--- config.mk ---
export PLATFORM = sky130hd
export DESIGN_NAME = uart_rx_ld
export DESIGN_NICKNAME = d
export VERILOG_FILES = /design/src/rtl/uart_rx_ld.sv
export SDC_FILE = /design/constraint.sdc
export NUM_CORES = 1
export LEC_CHECK = 0
export ABC_AREA = 1
export BUFFER_PORTS_ARGS = -buffer_cell sky130_fd_sc_hd__buf_4
export CORE_ASPECT_RATIO = 1.2
export CORE_UTILIZATION = 40
export DETAILED_ROUTE_END_ITERATION = 7
export GPL_TIMING_DRIVEN = 0
export PLACE_DENSITY = 0.58
export SKIP_LAST_GASP = 1
export SLEW_MARGIN = 15
export SYNTH_ARGS = -nofsm -noshare
export SYNTH_HDL_FRONTEND = slang
export SYNTH_SLANG_ARGS = --single-unit
--- constraint.sdc ---
create_clock -name clk -period 2.35 [get_ports clk]
set_clock_uncertainty 0.05 [all_clocks]
set_input_delay 0 -clock clk [delete_from_list [all_inputs] [get_ports clk]]
set_output_delay 0 -clock clk [all_outputs]
set_load 0.05 [all_outputs]
--- src/rtl/uart_rx_ld.sv ---
// 8-bit UART receiver that presents each good byte on data_out with a one-cycle ld strobe.
// Build option: define UART_RX_PARITY_EN for start + 8 data + even parity + stop frames.
module uart_rx_ld #(
    parameter int CLKS_PER_BIT = 868
) (
    input  logic       clk,
    input  logic       clr,
    input  logic       rx,
    output logic [7:0] data_out,
    output logic       ld,
    output logic       frame_err,
    output logic       parity_err
);

    localparam int CW = (CLKS_PER_BIT > 1) ? $clog2(CLKS_PER_BIT) : 1;
    localparam logic [CW-1:0] FULL_M1 = CW'(CLKS_PER_BIT - 1);
    localparam logic [CW-1:0] HALF_M1 = CW'(CLKS_PER_BIT / 2 - 1);

    typedef enum logic [2:0] {
        IDLE   = 3'd0,
        START  = 3'd1,
        DATA   = 3'd2,
        PARITY = 3'd3,
        STOP   = 3'd4,
        BREAK  = 3'd5
    } state_t;

    // Handshake: ld is a single-cycle qualifier for data_out, no back-pressure;
    // the strobe cycle is the first cycle data_out holds the new byte.
    state_t          state, state_n;
    logic            rx_meta, rxs;
    logic [CW-1:0]   cnt;
    logic [2:0]      bit_idx;
    logic [7:0]      shift;
    logic [7:0]      data_q;
    logic            ld_q, fe_q, pe_q;
    logic            ld_n, fe_n, pe_n;
    logic            bit_last, half_last;

    assign bit_last  = (cnt == FULL_M1);
    assign half_last = (cnt == HALF_M1);

`ifdef UART_RX_PARITY_EN
    localparam bit PAR_EN = 1'b1;
    logic par_bad;
    always_ff @(posedge clk) begin
        if (clr) begin
            par_bad <= 1'b0;
        end else if (state == IDLE) begin
            par_bad <= 1'b0;
        end else if (state == PARITY && bit_last) begin
            par_bad <= rxs ^ (^shift);
        end
    end
`else
    localparam bit PAR_EN = 1'b0;
    logic par_bad;
    assign par_bad = 1'b0;
`endif

    always_comb begin
        state_n = state;
        ld_n    = 1'b0;
        fe_n    = 1'b0;
        pe_n    = 1'b0;
        case (state)
            IDLE:   if (!rxs) state_n = START;
            START:  if (half_last) state_n = rxs ? IDLE : DATA;
            DATA:   if (bit_last && bit_idx == 3'd7) state_n = PAR_EN ? PARITY : STOP;
            PARITY: if (bit_last) state_n = STOP;
            STOP: begin
                if (bit_last) begin
                    if (rxs) begin
                        state_n = IDLE;
                        ld_n    = !par_bad;
                        pe_n    = par_bad;
                    end else begin
                        // A low stop bit means a break or lost framing; wait for the line to recover.
                        state_n = BREAK;
                        fe_n    = 1'b1;
                        pe_n    = par_bad;
                    end
                end
            end
            BREAK:  if (rxs) state_n = IDLE;
            default: state_n = IDLE;
        endcase
    end

    always_ff @(posedge clk) begin
        if (clr) begin
            rx_meta <= 1'b1;
            rxs     <= 1'b1;
            state   <= IDLE;
            cnt     <= '0;
            bit_idx <= '0;
            shift   <= '0;
            data_q  <= '0;
            ld_q    <= 1'b0;
            fe_q    <= 1'b0;
            pe_q    <= 1'b0;
        end else begin
            rx_meta <= rx;
            rxs     <= rx_meta;
            state   <= state_n;
            ld_q    <= ld_n;
            fe_q    <= fe_n;
            pe_q    <= pe_n;
            if (state_n != state || state == IDLE || state == BREAK) begin
                cnt <= '0;
            end else begin
                cnt <= cnt + CW'(1);
            end
            if (state == IDLE) begin
                bit_idx <= '0;
            end
            if (state == DATA && bit_last) begin
                shift   <= {rxs, shift[7:1]};
                bit_idx <= bit_idx + 3'd1;
            end
            if (ld_n) begin
                data_q <= shift;
            end
        end
    end

    assign data_out   = data_q;
    assign ld         = ld_q;
    assign frame_err  = fe_q;
    assign parity_err = pe_q;

endmodule

==> impl_metrics.json <==
{
  "status": "completed",
  "num_rows": 25,
  "setup_viol": 0,
  "synth_xor_area_share_pct": 4.13,
  "crit_slowest_cell": "dfxtp_1",
  "setup_tns_ns": 0,
  "avgSynthCellArea_um2": 7.89,
  "total_leakage_power_nw": 0.811,
  "max_stage_delay_ns": 0.40,
  "startpoint_type": "register",
  "topRoutingLayerUsed": "met4",
  "post_cts_resized": 0,
  "peakVddDrop_v": 0.000446,
  "clockBufferDepth": 2,
  "cp_top_family": "simple AND/OR/NAND/NOR gates",
  "hold_slack_ns": 0.191,
  "netlist_area_um2": 1700,
  "grt_first_pass_wirelength_um": 4960,
  "antenna_found_initial": 0,
  "hold_viol": 0,
  "fin_ws_ns": 0.483,
  "fin_crit_sh_pct": 79.4,
  "cts.sinks": 36,
  "drc": 0,
  "cp_data_arrival_time_ns": 1.99,
  "synth-simple-area-share_pct": 36.3,
  "area_delta_synth_final_pct": 16.5,
  "hold_path.class": "in -> reg",
  "drt-met1-wl_um": 1390,
  "synth_top_area_cell": "dfxtp_1",
  "min_period_ns": 1.87,
  "ant_nets": 0,
  "wl_per_cell_um": 10.1,
  "drtIter0Drc": 45,
  "overflow": 0,
  "detailed_place_hpwl_um": 2240,
  "synth_edf_count": 0,
  "cts_max_level": 2,
  "viasPerCell": 4.64,
  "nNetsFinal": 242,
  "worstSetupPathType": "reg -> reg",
  "synth_common_cells": "nor2_1, dfxtp_1, nand2_1",
  "synth_warnings": 0,
  "grt_max_degree": 13,
  "place.gp.congestion": 0.818,
  "yosysUniqueCellTypes": 32,
  "die_h_um": 73.3,
  "slew_violations": 0,
  "synth_compound_area_share_pct": 7.38,
  "synth_top_family_by_area": "simple AND/OR/NAND/NOR gates",
  "synth_ff_type": "dfxtp_1",
  "dr.pass1.iters": 4,
  "path_max_fanout": 10,
  "vias": 1346,
  "dr_wl_met2_um": 1430,
  "antenna_cells": 0,
  "fill_cells": 417,
  "cts_tree": "done",
  "core_um2": 4000,
  "synth_adder_area_share_pct": 2.95,
  "synth_most_common_cell": "nor2_1",
  "grt_pass1_vias": 1189,
  "root_buffer": "clkbuf_8",
  "design_power_total_mw": 1.20,
  "layout-drive-gt1-share_pct": 22.5,
  "worstPathCellList": "ha_1 -> inv_1 -> nor2_4 -> nand3_4 -> nand2_4 -> nand2_2 -> nor2_4 -> nand2_1 -> nand2_1 -> nand2_2 -> nand2_8 -> nor2_2",
  "synth_seq_cells": 36,
  "port_buffers": 12,
  "rsz0062_at_grt": "no",
  "grt.total_usage_pct": 15.4,
  "clk_pin_slew_ns": 0.07,
  "syn-instance-count": 215,
  "syn_nets": 222,
  "cap_violations": 0,
  "yosys-top-cells-area": "dfxtp_1, nor2_1, nand2_1, o21ai_0, nor2_2",
  "ys_seq_area_share_pct": 42.5,
  "worstSkewPairLatency_ns": 0.28,
  "ios": 14,
  "synthMuxAreaShare_pct": 0,
  "critPathRequiredTime_ns": 2.48,
  "die_area_um2": 4500,
  "synth_top_area_share_pct": 42.5,
  "place_ws_ns": 0.496,
  "powerDensity_nw_per_um2": 606,
  "fmax_mhz": 536,
  "async_flop_share_pct": 0,
  "routed-wl-met3_um": 65,
  "die_x_um": 61.4,
  "numCtsBuffers": 5,
  "crit_buf_inv": 1,
  "critPathCaptureType": "register",
  "totalWireLength_um": 2940,
  "start_util_pct": 42.3
}
-- timing repair --
item	4_1_cts	5_1_grt
setup buffers	0	0
setup endpoints to repair	0	0
hold endpoints to repair	1	0
hold buffers	1	0
-- per-layer routing --
metal  track usage [%]  vias to the layer above
met5                 0                        -
met3              5.81                        4
li1                  -                      726
met1              17.1                      602
met4              6.67                        0
met2              25.8                       14
-- logic make-up (layout without fill, tap and decap cells) --
group / count (synthesis) / in the layout
AO/OA/AOI/OAI: 24 / 24
XOR/XNOR: 8 / 8
adder cells (fa/ha/maj): 4 / 4
buffers and inverters: 25 / 46
flip-flops: 36 / 36
other: 1 / 1
AND/OR/NAND/NOR: 117 / 117
-- path summary, 6_finish.rpt --
check                           cells after the start  startpoint     end  slack (ns)
worst max-delay path                               12      cnt[0]  cnt[2]        0.48
worst min-delay path                                3         clr      ld        0.19
worst max register to register                     12      cnt[0]  cnt[2]        0.48
worst min register to register                      1     rx_meta     rxs        0.36
-- where the power goes --
| part | internal, mW | total [mW] | switching [mW] |
|---|---|---|---|
| clock | 0.314 | 0.533 | 0.219 |
| combinational | 0.0174 | 0.0497 | 0.0323 |
| sequential | 0.613 | 0.615 | 0.00217 |
| total | 0.944 | 1.20 | 0.253 |
-- stage by stage --
step	instances	instance area (um2)	utilization (%)
2_1_floorplan	215	1700	-
3_3_place_gp	281	1850	46.3
3_5_place_dp	281	1850	46.3
4_1_cts	290	1970	49.3
5_1_grt	290	1970	49.3
6_report	290	1970	49.3
-- layout make-up --
type	instances	area, um2	share of cell area [%]
clock buffer	5	68.8	3.49
buffer	5	33.8	1.71
inverter	20	76.3	3.87
timing repair buffer	13	100	5.07
clock inverter	3	42.5	2.15
tap	54	67.6	3.42
sequential	36	721	36.5
multi-input combinational	154	865	43.8
-- placed cells by master (no fill, tap or decap), types with 6 or more instances in the layout --
master / n
inv_1: 18
dfxtp_1: 36
xor2_1: 6
nand2_1: 23
nor2_1: 48
nand3_1: 11
buf_4: 14
nor2_2: 11
o21ai_0: 16
-- sequential cells by signal (all words and copies together) (netlist names) --
name / cells
rx_meta: 1
data_out: 8
bit_idx: 3
cnt: 10
rxs: 1
shift: 8
ld: 1
frame_err: 1
state: 3
-- worst reg2reg max path, stage by stage (launching register included) --
cell and delay [ns]:
dfxtp_1 0.40, ha_1 0.23, inv_1 0.08, nor2_4 0.18
nand3_4 0.15, nand2_4 0.09, nand2_2 0.06, nor2_4 0.12
nand2_1 0.06, nand2_1 0.07, nand2_2 0.09, nand2_8 0.14
nor2_2 0.05
No activity file was read; power rests on OpenSTA's default activity.
